`src/rtl/if_fetch_queue.sv`:
```
// Instruction fetch queue: pairs each issued fetch address with the ROM read data
// one cycle later and buffers {pc, inst, prediction, adel} for ID; flush/redirect kills all.
module if_fetch_queue #(
    parameter int DEPTH = 4
) (
    input  logic                     clk,
    input  logic                     rst,
    input  logic                     flush,
    input  logic                     redirect,
    input  logic [31:0]              if_pc,
    input  logic                     if_pre_taken,
    input  logic [31:0]              if_pre_addr,
    input  logic                     rom_en,
    input  logic [31:0]              rom_rdata,
    output logic                     stall_pc,
    output logic                     id_valid,
    input  logic                     id_ready,
    output logic [31:0]              id_pc,
    output logic [31:0]              id_inst,
    output logic [31:0]              id_pre_addr,
    output logic                     id_pre_taken,
    output logic                     id_adel,
    output logic [$clog2(DEPTH):0]   count
);

    localparam int AW = $clog2(DEPTH);
    localparam logic [AW+1:0] DEPTH_W = (AW+2)'(DEPTH);

    typedef struct packed {
        logic [31:0] pc;
        logic [31:0] pre_addr;
        logic        pre_taken;
        logic        adel;
    } tag_t;

    typedef struct packed {
        logic [31:0] pc;
        logic [31:0] inst;
        logic [31:0] pre_addr;
        logic        pre_taken;
        logic        adel;
    } entry_t;

    entry_t         mem_q [DEPTH];
    logic [AW:0]    wr_ptr_q, wr_ptr_d;
    logic [AW:0]    rd_ptr_q, rd_ptr_d;
    logic           infl_v_q, infl_v_d;
    tag_t           infl_q, infl_d;

    logic           kill;
    logic           issue;
    logic           push;
    logic           pop;
    logic [AW+1:0]  occupancy;
    entry_t         head;
    entry_t         wr_entry;

    assign kill  = flush | redirect;
    assign count = wr_ptr_q - rd_ptr_q;

    // The in-flight fetch reserves a slot so a push can never land on a full queue.
    assign occupancy = {1'b0, count} + {{(AW+1){1'b0}}, infl_v_q};
    assign stall_pc  = (occupancy >= DEPTH_W);

    assign issue = rom_en & ~stall_pc & ~kill & ~rst;
    assign push  = infl_v_q & ~kill & ~rst;
    assign pop   = id_valid & id_ready & ~kill;

    always_comb begin
        infl_d   = infl_q;
        infl_v_d = issue;
        if (issue) begin
            infl_d.pc        = if_pc;
            infl_d.pre_addr  = if_pre_addr;
            infl_d.pre_taken = if_pre_taken;
            infl_d.adel      = (if_pc[1:0] != 2'b00);
        end
    end

    always_comb begin
        wr_entry.pc        = infl_q.pc;
        wr_entry.inst      = infl_q.adel ? 32'h0 : rom_rdata;
        wr_entry.pre_addr  = infl_q.pre_addr;
        wr_entry.pre_taken = infl_q.pre_taken;
        wr_entry.adel      = infl_q.adel;
    end

    always_comb begin
        wr_ptr_d = wr_ptr_q;
        rd_ptr_d = rd_ptr_q;
        if (kill) begin
            wr_ptr_d = '0;
            rd_ptr_d = '0;
        end else begin
            if (push) wr_ptr_d = wr_ptr_q + 1'b1;
            if (pop)  rd_ptr_d = rd_ptr_q + 1'b1;
        end
    end

    always_ff @(posedge clk) begin
        if (rst) begin
            wr_ptr_q <= '0;
            rd_ptr_q <= '0;
            infl_v_q <= 1'b0;
            infl_q   <= '0;
        end else begin
            wr_ptr_q <= wr_ptr_d;
            rd_ptr_q <= rd_ptr_d;
            infl_v_q <= infl_v_d;
            infl_q   <= infl_d;
        end
    end

    always_ff @(posedge clk) begin
        if (push) begin
            mem_q[wr_ptr_q[AW-1:0]] <= wr_entry;
        end
    end

    assign id_valid = (count != '0);
    assign head     = mem_q[rd_ptr_q[AW-1:0]];

    always_comb begin
        id_pc        = 32'h0;
        id_inst      = 32'h0;
        id_pre_addr  = 32'h0;
        id_pre_taken = 1'b0;
        id_adel      = 1'b0;
        if (id_valid) begin
            id_pc        = head.pc;
            id_inst      = head.inst;
            id_pre_addr  = head.pre_addr;
            id_pre_taken = head.pre_taken;
            id_adel      = head.adel;
        end
    end

endmodule
```
`config.mk`:
```
export PLATFORM = sky130hd
export DESIGN_NAME = if_fetch_queue
export DESIGN_NICKNAME = d
export VERILOG_FILES = /design/src/rtl/if_fetch_queue.sv
export SDC_FILE = /design/constraint.sdc
export NUM_CORES = 1
export LEC_CHECK = 0
export ABC_AREA = 1
export ABC_CLOCK_PERIOD_IN_PS = 6900
export CAP_MARGIN = 20
export CORE_ASPECT_RATIO = 0.7
export CORE_MARGIN = 4
export CORE_UTILIZATION = 30
export DETAILED_ROUTE_END_ITERATION = 6
export MAX_ROUTING_LAYER = met4
export SLEW_MARGIN = 10
export SYNTH_ARGS = -nofsm -noshare
export SYNTH_HDL_FRONTEND = slang
export SYNTH_SLANG_ARGS = --single-unit
```
`constraint.sdc`:
```
create_clock -name clk -period 6.9 [get_ports clk]
set_input_delay 0.69 -clock clk [delete_from_list [all_inputs] [get_ports clk]]
set_output_delay 0.69 -clock clk [all_outputs]
set_load 0.02 [all_outputs]
```
# Yosys cells after proc, flatten, opt, wreduce, memory -nomap -nowiden
# Memories as Yosys holds them, arrays and structs flattened. A register that Yosys moved wholly into a read port is not among the register bits.
# Cells that the tools add are included.
# Widths: inputs -> output; s select.
word_totals:
  ff_bits: 73
  ramBits: 392
  out_inout_bits: 103
  n_memories: 1
classes:
  add_sub_neg: 4
  n_lt_le_gt_ge: 1
  muxes: 10
  bitwise_logic: 11
  n_reduce_logical: 3
memory_table:
  columns: ["memory", "words", "word_bits", "rd", "rd_clocked_by_memory_dff", "write_ports", "line", "source"]
  rows:
  - ["mem_q", 4, 98, 1, 1, 1, "44", "entry_t mem_q [DEPTH];"]
op_table:
  columns: ["cell", "count"]
  rows:
  - ["$mux 32", 4]
  - ["$and 1x1->1", 7]
  - ["$add 3x1->3 const B", 2]
  - ["$add 3x1->4", 1]
  - ["$ge 4x3->1 const B", 1]
  - ["$mux 1", 4]
  - ["$mux 2", 2]
  - ["$not 1->1", 3]
  - ["$reduce_bool 3->1", 1]
  - ["$sub 3x3->3", 1]
  - ["$reduce_bool 2->1", 1]
  - ["$reduce_or 2->1", 1]
  - ["$or 1x1->1", 1]

# Longest topological paths before layout
# Gate-level depths: netlist (run 1).
logic_depth:
  depth_word: 7
  mapped_depth: 13
  depth_no_buf: 12

# Worst setup path before layout (run 1)
# Ideal clock, no wire load.
synth_path:
  kind: "input to register"
  startpoint: "input port rst"
  endpoint: "memory mem_q[3][0] in the netlist's numbering, enable pin"
  setup_ns: 0.557
  t_arrival_ns: 5.255
  required_ns: 6.343
  setup_slack_ns: 1.088
  path_stages: 5
  cell_sequence: "inv_2 -> nand3_4 -> inv_1 -> nand2_1 -> nor2_1"
synth_between:
  elab_chain_len: 4
synth_rtl:
  columns: ["element", "line", "source"]
  rows:
  - ["start: declaration", "7", "input logic rst,"]
  - ["$not 1->1", "66", "assign push = infl_v_q & ~kill & ~rst;"]
  - ["$and 1x1->1", "66", null]
  - ["$mux 1", "115", "if (push) begin"]
  - ["$mux 1 (implied by the code)", "116", "mem_q[wr_ptr_q[AW-1:0]] <= wr_entry;"]
  - ["end: declaration", "44", null]
# No other way between the ends.

==> results of run 1 <==
==> registers in the layout (all words and copies together), names as in the netlist, named ones only <==
name and count:
mem_q 392, infl_q 66, wr_ptr_q 3, rd_ptr_q 3, infl_v_q 1
==> cell families after synthesis <==
family,after synthesis,synth area share [%]
AO/OA/AOI/OAI,205,6.03
XOR/XNOR,2,0.0919
adder cells (fa/ha/maj),7,0.499
buffers and inverters,316,7.22
flip-flops,467,69.6
multiplexers,98,5.14
AND/OR/NAND/NOR,523,11.4
==> per-stage QoR <==
step	hold WS [ns]	total power [mW]	setup WS, ns	instance area [um2]
after floorplan	0.458	3.20	1.09	19100
after global placement	0.472	3.29	2.74	21800
after detailed placement	0.484	3.30	2.68	21800
after CTS	0.495	5.81	2.03	23300
after global routing	0.510	5.94	1.97	23400
final	0.495	5.72	2.24	23400
==> power by group <==
part           internal [mW]  switching [mW]
combinational         0.0774          0.0797
clock                   1.46            1.03
sequential              3.06          0.0179
total                   4.59            1.13
==> metal layers <==
layer	wire length, um	GRT usage [%]	up-vias
met5	0	-	-
met4	658	2.98	0
met3	2970	2.65	56
met2	21400	21.7	333
met1	23300	20.3	6014
li1	-	-	5904
==> cell type report <==
cell class / instances / share of cell area (%)
flip-flops and latches: 467 / 56.8
multi-input cells: 835 / 19.2
repair buffers: 225 / 9.74
clock buffers: 66 / 5.68
well taps: 829 / 4.43
inverters: 214 / 3.45
clock inverters: 19 / 0.759
==> cell usage in the layout (no fill, tap or decap), types with 3 or more instances in the layout <==
cell type	instances
inv_1	210
a21oi_1	7
nand4_1	66
nand3_1	5
nand3_4	4
ha_1	6
dfxtp_1	72
nand2_1	181
bufinv_16	3
buf_12	3
nor2_1	259
o22ai_1	98
o21ai_0	99
clkinv_2	11
edfxtp_1	392
nor2_4	5
buf_4	15
clkbuf_8	4
clkdlybuf4s50_1	205
mux2i_1	98
clkbuf_16	49
clkbuf_1	13
==> final timing paths <==
| check | end | slack, ns |
|---|---|---|
| max | id_inst[25] | 2.24 |
| min | mem_q[1][27] | 0.49 |
| max reg2reg | infl_q[20] | 3.54 |
| min reg2reg | mem_q[1][27] | 0.49 |
==> metrics.csv, run 1 <==
stage,metric,value,unit
outcome,status,"finished, final reports clean",
cells_and_area,Util after Layout,37.1,%
clock_tree,CTS Hold Bufs,0,
synth,largest area contributor in the netlist,edfxtp_1,
run,Max Cap Viol,0,
synth,Main synth FF type,edfxtp_1,
die,Ports,206,
die,Initial Util,30.3,%
clock_tree,CTS tree,done,
synth,Synthesis Warnings,0,
cells_and_area,Final Non-Filler Cells,2655,
synth,synthesized area per cell,11.8,um2
routing,initial DRC count,775,
global_route,GRT Total Usage,14.3,%
clock_tree,worst-case clock buffer depth,3,
clock_tree,clk slew on worst S/H paths,0.07,ns
synth,"Distinct cells, synth",29,
synth,Synth top area share,61.7,%
timing,clock skew,0.0185,ns
placement,detailed placer's ending HPWL,27.3,mm
routing,post-detailed-route DRC marker count,0,
die,Die Span Y,219,um
placement,routability cong.,0.720,
clock_tree,Root Buffer,clkbuf_16,
synth,Post-synth EDFFs,392,
cells_and_area,area of the multi-input gates,0.00449,mm2
critical_path,instance count on the critical path,7,
timing,Fin. Hold Viols,0,
cells_and_area,Antenna diodes,0,
clock_tree,Resize count post-CTS,0,
global_route,vias in the first global route,12143,
synth,Cells after Synth,1618,
clock_tree,CTS Sinks,467,
placement,Port Buffer Count,205,
routing,"antenna viol nets, final",0,
timing,TNS Setup,0,ns
synth,"Seq/Total Area, Yosys",69.6,%
min_path,Hold Crit Start,infl_q[27],
min_path,Min-Delay Path Depth,0,
routing,first-pass iteration count of the detailed router,5,
timing,Final Setup Violations,0,
routing,DR vias,12307,
clock_tree,Clock Latency Late Sink,0.57,ns
critical_path,CP endpoint kind,output pin,
synth,Synth area leaders,"edfxtp_1, dfxtp_1, nor2_1, mux2i_1, inv_1",
cells_and_area,Filler cells,6082,
global_route,initial antenna violation count,0,
cells_and_area,FF/Latch Area,0.0133,mm2
critical_path,Required @ worst endpoint,6.21,ns
critical_path,Crit Path Max Fanout,52,
critical_path,FF-to-FF path depth,12,
cells_and_area,fraction of layout cells with a size suffix above 1,5.91,%
timing,Final period util,67.5,%
routing,WL/cell,18.2,um
routing,mean number of vias per cell,4.64,
synth,#FFs+latches synth,467,
timing,max_slew headroom,33.7,%
cells_and_area,fin nets,1900,
critical_path,CP Launch Type,flip-flop,
synth,"Cell Area, Synth",0.0191,mm2
die,CORE AREA,0.0630,mm2
global_route,total congestion overflow,0,
timing,highest clock rate,0.215,GHz
critical_path,CP Buf/Inv Count,4,
global_route,pin count of the biggest net entering global routing,104,
global_route,first-pass GRT wire length,72.4,mm
critical_path,crit path kind,flip-flop to output pin,
cells_and_area,Area Growth Syn to Fin,22.7,%
critical_path,reg-to-reg startpoint,wr_ptr_q[0],
critical_path,critical path's top delay family,buffers and inverters,
timing,Slew @ Worst Pin,0.994,ns
timing,RSZ-0062 raised after global routing,no,
placement,# placed instances,2568,
clock_tree,post-CTS setup buffer count,0,
min_path,Hold Path Class,flip-flop to flip-flop,
die,die area,0.0677,mm2
die,row cnt,77,
routing,final wirelength,48.3,mm
critical_path,WP data arrival,3.97,ns
synth,most frequent cell after synthesis,edfxtp_1,
critical_path,Critical-path top delay cell,dfxtp_4,
clock_tree,H-tree depth,2,
synth,"top cells by count, synth","edfxtp_1, nor2_1, inv_1",
synth,net count after synthesis,1728,
synth,Synth async-reset ratio,0,%
pwr,Pwr Density,245,mW/mm2
die,Die X,309,um
pwr,peak supply drop,135,uV
timing,min Tclk post-route,4.66,ns
timing,Pins Over Slew Limit,0,
pwr,Leak Pwr,9.10,nW
critical_path,Most Frequent Cell on Critical Path,buf_4,
critical_path,delay of the slowest cell on the worst path,0.79,ns
critical_path,crit-path cells,"buf_4, buf_4, o21ai_0, o22ai_1, nand2_1, inv_1, clkdlybuf4s50_1",
clock_tree,total CTS buffers,47,
Note: power is estimated with default switching activity, not from simulation.
==> run 2, diff against run 1 <==
Settings changed: ABC_CLOCK_PERIOD_IN_PS 6900 to 4300.
Clock period 6.9 ns to 4.3 ns, I/O delays scaled along.
==> run 2 against run 1 <==
Clock power up 56%. Largest cell class unchanged. Worst setup slack worse by 2.0 ns. Power grew 58%. Combinational power grew 62%. First-iteration DRC count increased by 0.13%. Critical path type unchanged.
==> metrics.csv, run 2 (synthesis gave the netlist of run 1 again) <==
stage,metric,value,unit,change
min_path,Min-Delay Path Depth,3,,+3
timing,Pins Over Slew Limit,0,,unchanged
routing,WL/cell,17.7,um,-2.6%
cells_and_area,Area Growth Syn to Fin,24.2,%,
placement,detailed placer's ending HPWL,28.5,mm,+4.6%
critical_path,Required @ worst endpoint,3.87,ns,-2.34 ns
pwr,Sequential Power Share,54.4,%,+0.6 points
routing,first-pass iteration count of the detailed router,7,,+2
routing,mean number of vias per cell,4.63,,about the same
clock_tree,Root Buffer,clkbuf_16,,
pwr,total power,9.07,mW,+58%
timing,Fin. Hold Viols,0,,unchanged
routing,post-detailed-route DRC marker count,0,,unchanged
global_route,GRT Total Usage,14.0,%,-0.34 points
critical_path,CP Launch Type,flip-flop,,
timing,TNS Setup,0,ns,unchanged
pwr,Pwr Density,383,mW/mm2,+56%
pwr,switching pwr,1.77,mW,+57%
clock_tree,clk slew on worst S/H paths,0.06,ns,about the same
cells_and_area,most frequent cells in the layout,"edfxtp_1, nor2_1, inv_1",,
routing,initial DRC count,776,,+0.13%
critical_path,crit path kind,flip-flop to output pin,,
placement,area post-placement,0.0222,mm2,+1.5%
die,CORE AREA,0.0630,mm2,unchanged
cells_and_area,Util after Layout,37.6,%,+0.46 points
placement,routability cong.,0.746,,+3.7%
critical_path,R2R Setup Slk,1.27,ns,-2.27 ns
clock_tree,CTS Sinks,467,,unchanged
cells_and_area,fraction of layout cells with a size suffix above 1,6.86,%,+0.94 points
pwr,combinational share of power,2.8,%,about the same
clock_tree,Clock Latency Late Sink,0.56,ns,about the same
timing,highest clock rate,0.246,GHz,
routing,final wirelength,47.5,mm,-1.7%
critical_path,reg-to-reg startpoint,wr_ptr_q[0],,
timing,Final period util,94.5,%,
cells_and_area,fin nets,1924,,+1.3%
timing,Final Setup Violations,0,,unchanged
critical_path,Critical-path top delay cell,nand3_2,,
min_path,Hold Path Sink,infl_q[35],,
pwr,Pint,7.30,mW,+59%
placement,Port Buffer Count,205,,unchanged
timing,RSZ-0062 raised after global routing,yes,,
critical_path,crit-path cells,"inv_1, ha_1, fa_1, inv_1, nand3_1, nand3_2, nand2_1, inv_1, clkdlybuf4s50_1",,
pwr,switch share,19.5,%,-0.22 points
global_route,first-pass GRT wire length,70.9,mm,-2.1%
global_route,vias in the first global route,12113,,-0.25%
timing,Hold Slack,0.484,ns,-0.0110 ns
global_route,initial antenna violation count,0,,unchanged
cells_and_area,"most common cell after layout, fill and taps aside",edfxtp_1,,
die,Initial Util,30.3,%,unchanged
critical_path,WP data arrival,3.63,ns,-0.34 ns
timing,max_slew headroom,30.7,%,-3.1 points
clock_tree,H-tree depth,2,,unchanged
critical_path,Crit Path Max Fanout,24,,-54%
routing,"antenna viol nets, final",0,,unchanged
min_path,Hold Path Class,input port to flip-flop,,
die,die area,0.0677,mm2,unchanged
clock_tree,worst-case clock buffer depth,3,,unchanged
critical_path,CP Buf/Inv Count,4,,unchanged
timing,Slew @ Worst Pin,1.04,ns,+0.0458 ns
outcome,status,"finished, final reports clean",,
pwr,Leak Pwr,9.25,nW,+1.7%
routing,DR vias,12422,,+0.93%
pwr,Clk network pwr share,42.8,%,-0.7 points
pwr,peak supply drop,214,uV,+59%
global_route,pin count of the biggest net entering global routing,105,,+0.96%
run,Max Cap Viol,0,,unchanged
die,Die X,309,um,unchanged
critical_path,RR Endpoint,infl_q[19],,
clock_tree,total CTS buffers,47,,unchanged
cells_and_area,fin area,0.0237,mm2,+1.2%
cells_and_area,Antenna diodes,0,,unchanged
global_route,total congestion overflow,0,,unchanged
min_path,Hold Crit Start,if_pc[1],,
critical_path,FF-to-FF path depth,12,,unchanged
clock_tree,CTS tree,done,,
die,Ports,206,,unchanged
critical_path,CP endpoint kind,output pin,,
cells_and_area,max FFs per register,392,,unchanged
timing,clock skew,0.0208,ns,+0.00225 ns
critical_path,Most Frequent Cell on Critical Path,inv_1,,
timing,min Tclk post-route,4.06,ns,
critical_path,delay of the slowest cell on the worst path,0.67,ns,-0.12 ns
critical_path,critical path's top delay family,simple AND/OR/NAND/NOR gates,,
die,Die Span Y,219,um,unchanged
die,row cnt,77,,unchanged
run 2: changes by cell type in the layout (fill, tap and decap cells not counted), moves of 2 or more:
cell	before	now
buf_12	3	17
clkinv_1	2	7
clkbuf_1	13	15
clkinv_2	11	8
buf_16	2	0
buf_4	15	24
nand3_2	0	2
run 2: final cells by class:
cell class	count	area [um2]
Multi-Input combinational cell	837	4510
Inverter	214	808
Clock buffer	67	1320
Timing Repair Buffer	247	2580
Clock inverter	20	151
Fill cell	6096	39300
Sequential cell	467	13300
Tap cell	829	1040
run 2: how the worst max path moves through the flow:
stage           startpoint             end  cells after the start
2_1_floorplan          rst     mem_q[0][0]                      5
3_3_place_gp   wr_ptr_q[0]  id_pre_addr[9]                     10
3_5_place_dp   wr_ptr_q[0]  id_pre_addr[9]                     10
4_1_cts        wr_ptr_q[0]  id_pre_addr[9]                     10
5_1_grt        wr_ptr_q[0]       id_pc[18]                      9
6_report       wr_ptr_q[0]        id_pc[8]                      9
run 2: through the flow:
stage	worst slack (ns)	std cells
3_5_place_dp	0.657	2588
3_3_place_gp	0.654	2588
5_1_grt	-0.0209	2681
2_1_floorplan	-1.24	1618
4_1_cts	0.0195	2675
6_report	0.236	2681
run 2: power groups by stage:
| stage | registers (mW) | logic [mW] | clock network, mW |
|---|---|---|---|
| after floorplan | 5.02 | 0.110 | 0 |
| after global placement | 5.03 | 0.249 | 0 |
| after detailed placement | 5.03 | 0.253 | 0 |
| after CTS | 4.94 | 0.255 | 4.00 |
| after global routing | 4.94 | 0.282 | 4.19 |
| final | 4.94 | 0.254 | 3.88 |
run 2: tightest hold or removal path, stage by stage:
cell	delay, ns
clkdlybuf4s50_1	0.42
nand4_1	0.09
a21oi_1	0.06
run 2: timing repair:
| action | in CTS | in global routing |
|---|---|---|
| setup buffers | 0 | 4 |
| setup endpoints to repair | 0 | 57 |
| gates resized for setup | 0 | 1 |
| hold buffers | 0 | 0 |
run 2: layer usage:
metal	GRT usage [%]	up-vias	routed length, um
met1	20.2	6022	23300
met2	20.7	354	20600
met5	-	-	0
met4	3.06	0	778
met3	2.47	65	2770
li1	-	5981	-
==> run 3, diff against run 2 <==
Settings changed: ABC_CLOCK_PERIOD_IN_PS 4300 to unset, CORE_UTILIZATION 30 to 35.
==> run 3 against run 2 <==
Cell count down 4.5%. Clock-buffer cell count down 4. Clock skew down 0.0034 ns. Global-route usage up 1.8 points. Die area down 14%. Flip-flop and latch count unchanged. Via count down 1.9%. Power up 0.43%. Maximum frequency up 2.9%. Non-clock buffer count down 20. Combinational power down 3%.
==> metrics.csv, run 3 (synthesis gave the netlist of run 1 again) <==
stage,metric,value,unit,change
timing,Final Setup Violations,0,,unchanged
global_route,grt met2 use,25.1,%,+4.4 points
placement,detailed placer's ending HPWL,25.6,mm,-10%
placement,dpl ws,0.892,ns,+0.235 ns
timing,clock skew,0.0174,ns,-0.00344 ns
timing,min Tclk post-route,3.95,ns,-0.113 ns
critical_path,Most Frequent Cell on Critical Path,inv_1,,
min_path,Hold Path Class,flip-flop to flip-flop,,
pwr,Pwr Density,391,mW/mm2,+2.1%
run,Max Cap Viol,0,,unchanged
critical_path,WP data arrival,3.52,ns,-0.11 ns
global_route,pin count of the biggest net entering global routing,71,,-32%
global_route,grt met3 use,3.04,%,+0.57 points
cells_and_area,Util after Layout,43.3,%,+5.7 points
die,Initial Util,35.4,%,+5.2 points
clock_tree,post-CTS setup buffer count,0,,unchanged
cells_and_area,Antenna diodes,0,,unchanged
cells_and_area,fin nets,1902,,-1.1%
cells_and_area,fraction of layout cells with a size suffix above 1,6.01,%,-0.85 points
global_route,vias in the first global route,12308,,+1.6%
critical_path,crit path from,wr_ptr_q[0],,
clock_tree,H-tree depth,2,,unchanged
die,CORE AREA,0.0538,mm2,-15%
critical_path,CP endpoint kind,output pin,,
routing,"antenna viol nets, final",0,,unchanged
critical_path,Critical-path top delay cell,clkdlybuf4s50_1,,
clock_tree,CTS Sinks,467,,unchanged
critical_path,Required @ worst endpoint,3.87,ns,about the same
clock_tree,clk slew on worst S/H paths,0.06,ns,about the same
routing,DR vias,12182,,-1.9%
timing,Slew @ Worst Pin,0.977,ns,-0.0631 ns
routing,post-detailed-route DRC marker count,0,,unchanged
clock_tree,Clock Latency Late Sink,0.56,ns,about the same
cells_and_area,Filler cells,5015,,-18%
timing,Pins Over Slew Limit,0,,unchanged
clock_tree,total CTS buffers,47,,unchanged
routing,mean number of vias per cell,4.76,,+2.7%
routing,first-pass iteration count of the detailed router,5,,-2
min_path,Hold Crit Start,infl_q[53],,
routing,final wirelength,45.3,mm,-4.4%
die,row cnt,71,,-7.8%
placement,# placed instances,2473,,-4.4%
global_route,first-pass GRT wire length,70.6,mm,-0.48%
critical_path,reg-to-reg startpoint,wr_ptr_q[0],,
pwr,total power,9.11,mW,+0.43%
clock_tree,CTS tree,done,,
critical_path,crit-path cells,"inv_1, ha_1, fa_1, nand2_1, inv_1, nand3_4, buf_12, nand2_1, inv_1, clkdlybuf4s50_1",,
clock_tree,Root Buffer,clkbuf_16,,
global_route,initial antenna violation count,0,,unchanged
placement,routability cong.,0.720,,-3.5%
routing,initial DRC count,682,,-12%
cells_and_area,Final Non-Filler Cells,2560,,-4.5%
critical_path,delay of the slowest cell on the worst path,0.53,ns,-0.14 ns
critical_path,Crit Path Max Fanout,40,,+67%
timing,Final period util,91.9,%,-2.6 points
global_route,met1 usage,21.4,%,+1.2 points
clock_tree,Resize count post-CTS,0,,unchanged
global_route,total congestion overflow,0,,unchanged
die,Die X,287,um,-7.2%
clock_tree,worst-case clock buffer depth,3,,unchanged
timing,highest clock rate,0.253,GHz,+2.9%
outcome,status,"finished, final reports clean",,
timing,RSZ-0062 raised after global routing,no,,
placement,Port Buffer Count,205,,unchanged
clock_tree,CTS Hold Bufs,0,,unchanged
global_route,GRT Total Usage,15.8,%,+1.8 points
timing,max_slew headroom,34.9,%,+4.2 points
pwr,peak supply drop,285,uV,+33%
die,die area,0.0584,mm2,-14%
cells_and_area,most frequent cells in the layout,"edfxtp_1, nor2_1, inv_1",,
critical_path,crit path kind,flip-flop to output pin,,
cells_and_area,Area Growth Syn to Fin,22.2,%,
critical_path,CP Launch Type,flip-flop,,
routing,WL/cell,17.7,um,about the same
timing,setup ws final,0.349,ns,+0.113 ns
die,Ports,206,,unchanged
timing,TNS Setup,0,ns,unchanged
global_route,grt peak-use layer,met2,,
die,Die Span Y,203,um,-7.1%
cells_and_area,max FFs per register,392,,unchanged
pwr,Leak Pwr,9.09,nW,-1.7%
timing,Fin. Hold Viols,0,,unchanged
cells_and_area,"most common cell after layout, fill and taps aside",edfxtp_1,,
==> run 3: changes by cell type in the layout (fill, tap and decap cells not counted), moves of 2 or more <==
cell        change
buf_12          -7
buf_4          -12
clkbuf_1        -4
clkbuf_16       -2
clkbuf_8        +2
clkinv_2        -2
clkinvlp_4      +2
inv_6           +4
nand3_2         -2
==> run 3: worst paths after layout <==
| check | depth (start not counted) | slack [ns] | endpoint |
|---|---|---|---|
| worst max-delay path | 10 | 0.35 | id_pre_addr[2] |
| worst min-delay path | 0 | 0.50 | mem_q[0][85] |
| worst max register to register | 12 | 1.23 | infl_q[9] |
| worst min register to register | 0 | 0.50 | mem_q[0][85] |
==> run 3: through the flow <==
step / cell area, um2 / hold WS [ns]
after floorplan: 19100 / 0.458
after global placement: 21800 / 0.475
after detailed placement: 21800 / 0.485
after CTS: 23300 / 0.462
after global routing: 23300 / 0.487
final: 23300 / 0.496
==> run 3: worst max-delay path, delay by kind of cell, from the launching register on <==
| kind | cells | cell delay [ns] |
|---|---|---|
| adder cells (fa/ha/maj) | 2 | 0.73 |
| buffers and inverters | 5 | 1.15 |
| flip-flops | 1 | 0.40 |
| AND/OR/NAND/NOR | 3 | 0.65 |
==> run 3: layout make-up <==
cell class	count	area, um2	area share, %
Sequential cell	467	13300	57.0
Multi-Input combinational cell	835	4480	19.2
Clock inverter	24	196	0.843
Clock buffer	63	1290	5.52
Timing Repair Buffer	227	2340	10.0
Inverter	214	808	3.47
Tap cell	730	913	3.92
==> run 3: layer usage <==
metal / wire, um / vias to the layer above
met5: 0 / -
met4: 669 / 0
met3: 2350 / 54
met2: 21100 / 266
met1: 21200 / 5934
li1: - / 5928
==> run 3: power by group <==
part / leakage (nW) / internal, mW / switching, mW / total, mW
Sequential: 4.56 / 4.91 / 0.0287 / 4.94
Clock: 0.721 / 2.24 / 1.69 / 3.93
Combinational: 3.82 / 0.124 / 0.122 / 0.246
Total: 9.09 / 7.27 / 1.84 / 9.11
